### config.mk
export PLATFORM = sky130hd
export DESIGN_NAME = syscall_sequencer_flat
export DESIGN_NICKNAME = d
export VERILOG_FILES = /design/src/rtl/syscall_sequencer_pkg.sv /design/src/rtl/syscall_sequencer_if.sv /design/src/rtl/syscall_sequencer_decode.sv /design/src/rtl/syscall_sequencer.sv /design/src/flat_wrapper.sv
export SDC_FILE = /design/constraint.sdc
export NUM_CORES = 1
export LEC_CHECK = 0
export BUFFER_PORTS_ARGS = -buffer_cell sky130_fd_sc_hd__buf_2
export CORE_AREA = 2 2 108 110
export CTS_BUF_LIST = sky130_fd_sc_hd__clkbuf_4
export DETAILED_ROUTE_END_ITERATION = 6
export DIE_AREA = 0 0 110 112
export HOLD_SLACK_MARGIN = 0.06
export PLACE_DENSITY_LB_ADDON = 0.25
export SYNTH_ARGS = -nofsm -noshare
export SYNTH_HDL_FRONTEND = slang
export SYNTH_HIERARCHICAL = 1
export SYNTH_SLANG_ARGS = --single-unit
### constraint.sdc
create_clock -name clk -period 3.1 [get_ports clk]
set_input_delay 0.465 -clock clk [delete_from_list [all_inputs] [get_ports clk]]
set_output_delay 0.465 -clock clk [all_outputs]
set_load 0.01 [all_outputs]
### src/rtl/syscall_sequencer_pkg.sv
// syscall_pkg: function codes, device lane indices, FSM state type and the
// debug snapshot shared by the syscall sequencer, its decoder and benches.
package syscall_pkg;

    // Syscall function codes (low byte of a7)
    localparam logic [7:0] SYS_HALT  = 8'h0a;
    localparam logic [7:0] SYS_LED   = 8'h22;
    localparam logic [7:0] SYS_MOUSE = 8'h80;
    localparam logic [7:0] SYS_PUTC  = 8'h0b;
    localparam logic [7:0] SYS_GETC  = 8'h0c;

    // Device request/ack lane assignment
    localparam int DEV_LED   = 0;
    localparam int DEV_MOUSE = 1;
    localparam int DEV_PUTC  = 2;
    localparam int DEV_GETC  = 3;

    // Value returned in eret when a device never acknowledges
    localparam logic [31:0] ERET_TIMEOUT = 32'hFFFF_FFFF;

    typedef enum logic [1:0] {
        IDLE   = 2'd0,
        REQ    = 2'd1,
        DONE   = 2'd2,
        HALTED = 2'd3
    } sys_state_t;

    // Internal state made visible for checkers
    typedef struct packed {
        sys_state_t state;
        logic [7:0] code;
    } sys_dbg_t;

endpackage

### src/rtl/syscall_sequencer_if.sv
// Peripheral-side bus of the syscall sequencer.
//
// Handshake: the master raises exactly one dev_req bit and holds it, together
// with dev_arg, until it samples the matching dev_ack bit high at a rising
// clock edge; dev_req then drops the following cycle. dev_ack may be driven
// combinationally from dev_req, so an ack in the first request cycle is legal.
// dev_rdata lane d (bits [32d+31:32d]) is captured on that same edge.
// Ack bits on lanes that are not requested carry no meaning.
interface syscall_sequencer_if #(
    parameter int NDEV = 4
);
    logic [NDEV-1:0]    dev_req;
    logic [31:0]        dev_arg;
    logic [NDEV-1:0]    dev_ack;
    logic [NDEV*32-1:0] dev_rdata;

    modport master (
        output dev_req,
        output dev_arg,
        input  dev_ack,
        input  dev_rdata
    );

    modport slave (
        input  dev_req,
        input  dev_arg,
        output dev_ack,
        output dev_rdata
    );
endinterface

### src/rtl/syscall_sequencer_decode.sv
// syscall_decode: maps the syscall function code onto a one-hot device
// lane, a halt request or an unknown code. Purely combinational.
module syscall_decode
    import syscall_pkg::*;
#(
    parameter int NDEV = 4
) (
    input  logic [7:0]      code,
    output logic [NDEV-1:0] dev,
    output logic            is_halt,
    output logic            is_unknown
);

    // Table lookup of the function code
    always_comb begin
        dev        = '0;
        is_halt    = 1'b0;
        is_unknown = 1'b0;
        case (code)
            SYS_HALT:  is_halt          = 1'b1;
            SYS_LED:   dev[DEV_LED]     = 1'b1;
            SYS_MOUSE: dev[DEV_MOUSE]   = 1'b1;
            SYS_PUTC:  dev[DEV_PUTC]    = 1'b1;
            SYS_GETC:  dev[DEV_GETC]    = 1'b1;
            default:   is_unknown       = 1'b1;
        endcase
    end

endmodule

### src/rtl/syscall_sequencer.sv
// syscall_sequencer: turns an ecall in EX into a request/ack transaction on
// one peripheral lane, stalls the pipeline meanwhile and returns the device
// data as eret with a one-cycle eret_valid. Also owns the CPU halt (nHalt).
//
// Optional feature macro SYSCALL_TIMEOUT_EN: abandons a request after TO_CYC
// cycles without ack, returning ERET_TIMEOUT and setting a sticky
// timeout_flag. Without it a request waits forever and timeout_flag is 0.
module syscall_sequencer
    import syscall_pkg::*;
#(
    parameter int NDEV   = 4,
    parameter int TO_CYC = 1023
) (
    input  logic        clk,
    input  logic        rst,
    input  logic        ecall,
    input  logic [31:0] a7,
    input  logic [31:0] a0,
    output logic        stall,
    output logic [31:0] eret,
    output logic        eret_valid,
    output logic        nHalt,
    output logic        timeout_flag,
    output sys_dbg_t    dbg,
    syscall_sequencer_if.master bus
);

    sys_state_t      state;
    logic [7:0]      code;
    logic [NDEV-1:0] dev_sel;
    logic [NDEV-1:0] dec_dev;
    logic            dec_halt;
    logic            dec_unknown;
    logic            ack_hit;
    logic [31:0]     sel_rdata;

    // Only the low byte of a7 selects the syscall
    logic [23:0] unused_a7_hi;
    assign unused_a7_hi = a7[31:8];

    syscall_decode #(.NDEV(NDEV)) u_decode (
        .code       (a7[7:0]),
        .dev        (dec_dev),
        .is_halt    (dec_halt),
        .is_unknown (dec_unknown)
    );

    // Ack qualified by the lane actually requested; other lanes are ignored
    assign ack_hit = |(bus.dev_ack & dev_sel);

    // Read-data lane mux driven by the latched one-hot selection
    always_comb begin
        sel_rdata = '0;
        for (int d = 0; d < NDEV; d++) begin
            if (dev_sel[d]) begin
                sel_rdata = sel_rdata | bus.dev_rdata[32*d +: 32];
            end
        end
    end

    // Stall: in IDLE follows ecall so the ecall cannot leave EX before it is served
    always_comb begin
        stall = 1'b0;
        case (state)
            IDLE:    stall = ecall;
            REQ:     stall = 1'b1;
            DONE:    stall = 1'b0;
            HALTED:  stall = 1'b1;
            default: stall = 1'b0;
        endcase
    end

    assign dbg = '{state: state, code: code};

`ifdef SYSCALL_TIMEOUT_EN
    logic [9:0] to_cnt;
`else
    logic [9:0] unused_to_cyc;
    assign unused_to_cyc = 10'(TO_CYC);
    assign timeout_flag  = 1'b0;
`endif

    // Sequencer FSM with registered outputs
    always_ff @(posedge clk) begin
        if (rst) begin
            state        <= IDLE;
            code         <= '0;
            dev_sel      <= '0;
            eret         <= '0;
            eret_valid   <= 1'b0;
            nHalt        <= 1'b1;
            bus.dev_req  <= '0;
            bus.dev_arg  <= '0;
`ifdef SYSCALL_TIMEOUT_EN
            to_cnt       <= '0;
            timeout_flag <= 1'b0;
`endif
        end else begin
            eret_valid <= 1'b0;
            case (state)
                IDLE: begin
                    if (ecall) begin
                        code        <= a7[7:0];
                        bus.dev_arg <= a0;
                        if (dec_halt) begin
                            nHalt <= 1'b0;
                            state <= HALTED;
                        end else if (dec_unknown) begin
                            eret       <= '0;
                            eret_valid <= 1'b1;
                            state      <= DONE;
                        end else begin
                            dev_sel     <= dec_dev;
                            bus.dev_req <= dec_dev;
`ifdef SYSCALL_TIMEOUT_EN
                            to_cnt      <= '0;
`endif
                            state       <= REQ;
                        end
                    end
                end
                REQ: begin
                    if (ack_hit) begin
                        eret        <= sel_rdata;
                        eret_valid  <= 1'b1;
                        bus.dev_req <= '0;
                        state       <= DONE;
`ifdef SYSCALL_TIMEOUT_EN
                    end else if (to_cnt == 10'(TO_CYC - 1)) begin
                        // This is the TO_CYC-th cycle without ack: give up
                        eret         <= ERET_TIMEOUT;
                        eret_valid   <= 1'b1;
                        bus.dev_req  <= '0;
                        timeout_flag <= 1'b1;
                        state        <= DONE;
                    end else begin
                        to_cnt <= to_cnt + 10'd1;
`endif
                    end
                end
                DONE: begin
                    state <= IDLE;
                end
                HALTED: begin
                    state <= HALTED;
                end
                default: begin
                    state <= IDLE;
                end
            endcase
        end
    end

endmodule
### src/flat_wrapper.sv
// flat-port wrapper written by rule: the top's interface ports become plain ports
module syscall_sequencer_flat import syscall_pkg::*;
#(
    parameter int NDEV   = 4,
    parameter int TO_CYC = 1023
)
  (clk, rst, ecall, a7, a0, stall, eret, eret_valid, nHalt, timeout_flag, dbg, bus_dev_req, bus_dev_arg, bus_dev_ack, bus_dev_rdata);
  syscall_sequencer_if #(.NDEV(NDEV)) bus_i ();
  input  logic clk;
  input  logic rst;
  input  logic ecall;
  input  logic [31:0] a7;
  input  logic [31:0] a0;
  output logic stall;
  output logic [31:0] eret;
  output logic eret_valid;
  output logic nHalt;
  output logic timeout_flag;
  output sys_dbg_t dbg;
  output wire logic [$bits(bus_i.dev_req)-1:0] bus_dev_req;
  output wire logic [$bits(bus_i.dev_arg)-1:0] bus_dev_arg;
  input wire logic [$bits(bus_i.dev_ack)-1:0] bus_dev_ack;
  input wire logic [$bits(bus_i.dev_rdata)-1:0] bus_dev_rdata;
  assign bus_dev_req = bus_i.dev_req;
  assign bus_dev_arg = bus_i.dev_arg;
  assign bus_i.dev_ack = bus_dev_ack;
  assign bus_i.dev_rdata = bus_dev_rdata;
  syscall_sequencer #(.NDEV(NDEV), .TO_CYC(TO_CYC)) u_core (.clk(clk), .rst(rst), .ecall(ecall), .a7(a7), .a0(a0), .stall(stall), .eret(eret), .eret_valid(eret_valid), .nHalt(nHalt), .timeout_flag(timeout_flag), .dbg(dbg), .bus(bus_i));
endmodule
# --- Word-level counts from Yosys, hierarchy flattened ---
# Cells that the tools add are included.
word_totals:
  ff_bits: 84
  word_cells: 67
  input_bits: 199
  output_inout_bits: 82
classes:
  n_eq_ne: 13
  n_mux: 30
  bitwise: 5
  reduce_logical: 11
op_table:
  columns: ["op", "n"]
  rows:
  - ["$mux 32", 8]
  - ["$or 32x32->32", 3]
  - ["$pmux 32 s2", 1]
  - ["$eq 8x4->1 const B", 3]
  - ["$mux 4", 4]
  - ["$reduce_and 5->1", 2]
  - ["$mux 1", 9]
  - ["$eq 8x6->1 const B", 1]
  - ["$eq 8x8->1 const B", 1]
  - ["$mux 2", 4]
  - ["$ne 2x2->1 const B", 4]
  - ["$pmux 2 s4", 1]
  - ["$pmux 4 s2", 1]
  - ["$reduce_or 5->1", 1]
  - ["$and 4x4->4", 1]
  - ["$eq 2x2->1 const B", 2]
  - ["$reduce_and 2->1", 2]
  - ["$reduce_and 4->1", 1]
  - ["$reduce_or 4->1", 1]
  - ["$pmux 1 s3", 1]
  - ["$reduce_and 3->1", 1]
  - ["$eq 2x1->1 const B", 1]
  - ["$logic_not 2->1", 1]
  - ["$ne 2x1->1 const B", 1]
  - ["other kinds (4)", 4]

# --- Logic depth before layout (Yosys ltp) ---
depth:
  depth_word: 9
  mapped_depth: 8
  depth_no_buf: 7

# --- Cells and area by module ---
# The synthesis kept the hierarchy.
by_module_without_submodules:
  columns: ["mod", "cells_each", "n_inst", "area_each_um2", "seq_area_each_um2"]
  rows:
  - ["syscall_sequencer", 453, 1, 3983.8, 1681.6]
  - ["syscall_decode", 15, 1, 110.1, 0.0]

# --- Worst setup path after synthesis ---
# OpenSTA, ideal clock, no wires.
synth_timing:
  kind: "input to register"
  startpoint: "input port a7[4]"
  endpoint: "register u_core.eret[0]"
  stages: 6
  t_required_ps: 2979
  arrival_time_ps: 2364
  setup_ps: 121
  slack_ps: 614
  path_buffers: 1
  cell_sequence: "or3_4 > nor3_1 > nor3_4 > a31oi_4 > buf_6 > mux2_4"
synth_between:
  elab_chain_len: 4
  elab_cells_between_ends: 10
  cone_classes: "7 x eq/ne; 1 x mux; 2 x reduce/logical"
synth_rtl:
  columns: ["item", "line_no", "rtl"]
  rows:
  - ["start: declaration", "flat_wrapper.sv:12", "input logic [31:0] a7;"]
  - ["$eq 8x4->1", "syscall_sequencer_decode.sv:19", "case (code)"]
  - ["$mux 1", "syscall_sequencer_decode.sv:19", null]
  - ["via u_core.dec_halt", "syscall_sequencer.sv:32", "logic dec_halt;"]
  - ["$ne 2x2->1 (no line)", null, null]
  - ["$reduce_and 5->1 (no line)", null, null]
  - ["end signal: assignment", "syscall_sequencer.sv:124", "eret <= sel_rdata;"]
  - ["end: declaration", "syscall_sequencer.sv:20", "output logic [31:0] eret,"]
# The timed path passes the listed nets, and every way through them passes these cells.
# A chain may end at the register's enable or synchronous reset.

# --- Final worst setup path ---
layout_timing:
  startpoint: "register u_core.state[0]"
  endpoint: "output port stall"
layout_between:
  elab_chain_len: 3
  elab_cells_between_ends: 6
  cone_classes: "3 x eq/ne; 1 x mux; 2 x reduce/logical"
layout_rtl:
  columns: ["item", "line_no", "rtl"]
  rows:
  - ["start: declaration", "syscall_sequencer.sv:28", "sys_state_t state;"]
  - ["start signal: assignment", "syscall_sequencer.sv:86", "state <= IDLE;"]
  - ["start signal: assignment", "syscall_sequencer.sv:107", "state <= HALTED;"]
  - ["start signal: assignment", "syscall_sequencer.sv:111", "state <= DONE;"]
  - ["$eq 2x2->1 or $eq 2x1->1 (tied branches)", "syscall_sequencer.sv:64", "case (state)"]
  - ["$reduce_or 2->1 (no line)", null, null]
  - ["$pmux 1 s3 *", "syscall_sequencer.sv:64", null]
  - ["end: declaration", "flat_wrapper.sv:14", "output logic stall;"]
# Mark *: on every way between the ends. The rest lies on a longest branch, timed or not.

==> impl_results.md <==
- Port-buffer cells: 255
- Area of the multi-input gates: 0.00221 sq mm
- Max-Cap Viols: 0
- Fmax: approximately 350 MHz
- Synthesis warning total: 6
- Worst Path Max Fanout: 23
- Setup slack at placement: 0.352 ns
- Post-synthesis compound-gate area fraction: 24.9%
- Placed Instances: 834
- Top cell type's share of synthesized area: 41.1%
- Synth Net Count: between 600 and 700
- Post-CTS setup buffers: 0
- Die ar.: around 0.012 sq mm
- GRT overflow: 0
- Dpl hpwl: 9320 microns
- Critical Path End Type: output pin
- Worst Path Required: 2.63 ns
- Final antenna-violating net count: 0
- WL per Instance: 15.2 microns
- Via count: 4327
- Fin. max-slew vios: 0
- Most numerous cell in the Yosys netlist: nand2_1
- H-tree depth: 3
- Cell count after synthesis: 468
- Cell Area, Synth: between 0.004 and 0.005 sq mm
- Layout cell share with drive strength beyond 1: 45.0%
- Period utilisation layout: between 90% and 100%
- Seq/Total Area, Yosys: 41.1%
- CTS Buf Count: 9
- Initial antenna violation count: 1
- Max stage delay on crit path: 0.77 ns
- Fin nets: 901
- # resized after CTS: 0
- Hold_buf cts: 0
- Fillers: 1109
- FFs w/ async S/R, synth: 0%
- Clk buf depth: 2
- Setup TNS: 0 ns
- Portion of netlist area occupied by mux cells: 11.5%
- Drt pass-1 iters: 4
- Tightest Pin Transition: 0.890 ns
- Core ar.: 0.0112 sq mm
- Initial DRC Count: 190
- Final wirelength: 13000 microns
- Reg area: approximately 0.0017 sq mm
- Pwr/cell area: 369 mW/mm^2
- Global-route wire length before repair: 19600 microns
- WS Path Type: reg2out
- Die width: between 100 and 150 microns
- Initial core utilization: 36.6%
- Final worst-path setup slack: 0.259 ns
- Synth top cells by count: nand2_1 (92), dfxtp_1 (84), a21oi_1 (82), a22oi_1 (66), nor2b_1 (33)
- Relative slew slack: 40.7%
- Post-synth EDFFs: 0
- # IOs: 281
- Crit path launch type: flip-flop
- Largest net degree at the start of global routing: 85
- Worst path slowest cell: or3b_1
- Syn Area/Cell: 8.75 sq um
- CTS root buffer: clkbuf_4
- Cell accounting for the most synthesized area: dfxtp_1
- Simple-gate portion of the synthesized area: between 10% and 20%
- Clk sinks: 84
- Clock Latency Late Sink: 0.43 ns
- Vias in the first global route: 4267
- Fin Clk Skew: between 0.015 and 0.02 ns
- Final Hold Viols: 0
- Post-Synth Adder-Cell Area: 0%
- Total power: 0.00206 W
- Synthesis-stage register bit count: between 80 and 90
- Area delta synth->final: 36.3%
- Final Critical Period: around 2.8 ns
- Final Non-Filler Cells: about 850
- Status: finished clean
- Via/cell ratio: 5.08
- # rows: 39
- XOR/XNOR Fraction of Synth Area: 0%
- Dpl cell area: 0.00544 sq mm
- Unique cell type count in the Yosys netlist: 33
- Arr. time, crit path: 2.38 ns
- GRT Util Overall: 20.3%
- Routability cong.: 0.762
- Top FF cell, synth: dfxtp_1
- Synth top area cells: dfxtp_1 (41%), a22oi_1 (12%), mux2_4 (11%)
- Static leakage: between 2 and 3 nW
- CP Cell Sequence: or3b_1 > buf_4 > nand2b_1 > buf_2
- Peak supply drop: roughly 240 uV
- Residual DRC count: 0
- Largest family of logic cells by synthesized area: compound AO/OA/AOI/OAI gates
- Final instance area: 0.00558 sq mm
- HP Class: in2reg
- RSZ-0062 raised after global routing: no
- Finish-stage setup viols: 0
- CTS tree: built
- Height of the die: 112 microns
- Clock slew at reported path FFs: approximately 0.14 ns
power breakdown:
part	leakage (nW)	internal, W	switching (W)
logic	1.79	0.000144	0.000156
clock network	0.0682	0.000259	0.000368
registers	0.684	0.00111	0.0000167
layout by cell type (no fill, tap or decap), drive strengths merged, types with 2 or more instances in the layout:
cell type / count
buf: 265
clkinvlp: 2
nor2b: 33
dfxtp: 84
mux2: 32
a22oi: 66
clkbuf: 11
o21ai: 3
a311oi: 4
nand2: 92
inv: 2
nor3: 5
or3b: 2
nor2: 6
clkinv: 2
or3: 2
a21oi: 82
stage by stage:
stage | hold slack, ns | util [%]
after floorplan | 0.481 | -
after global placement | 0.436 | 48.7
after detailed placement | 0.443 | 48.7
after CTS | 0.221 | 49.9
after global routing | 0.219 | 49.9
final | 0.256 | 49.9
worst max-delay path: cells and delay by family (launching register included):
family	cells	cell delay, ns
DFF	1	0.59
buffers and inverters	2	0.52
and+or+nand+nor	2	0.85
sequential cells by signal (all words and copies together) (netlist names):
signal              flops
u_core/bus.dev_arg     32
u_core/eret            32
u_core/code             8
u_core/bus.dev_req      4
u_core/dev_sel          4
u_core/state            2
u_core/eret_valid       1
u_core/nHalt            1
path summary, 6_finish.rpt:
path	from	end	slack, ns	cells after the start
worst max register to register	u_core/state[0]	u_core/eret[18]	0.72	5
worst min register to register	u_core/code[3]	u_core/code[3]	0.46	2
worst min-delay path	a0[3]	u_core/bus.dev_arg[3]	0.26	3
worst max-delay path	u_core/state[0]	stall	0.26	4
cells by family after synthesis:
| family | after synthesis |
|---|---|
| AOI/OAI and AO/OA | 160 |
| buffers and inverters | 44 |
| DFF | 84 |
| muxes | 32 |
| other | 1 |
| and+or+nand+nor | 147 |
routing by layer:
layer / vias to the layer above / global-route usage (%) / share of wire, %
li1: 2128 / - / -
met1: 1990 / 22.5 / 40
met2: 192 / 36.4 / 49
met3: 17 / 5.39 / 9.2
met4: 0 / 7.34 / 1.4
met5: - / 0 / 0
final cells by class:
cell class,count,area share (%)
multi-input combinational,340,39.6
sequential,84,30.1
timing repair buffer,265,24.4
tap,143,3.21
clock buffer,11,1.48
clock inverter,5,0.942
inverter,2,0.135
antenna,1,0.0448
Note: power is estimated with default switching activity, not from simulation.
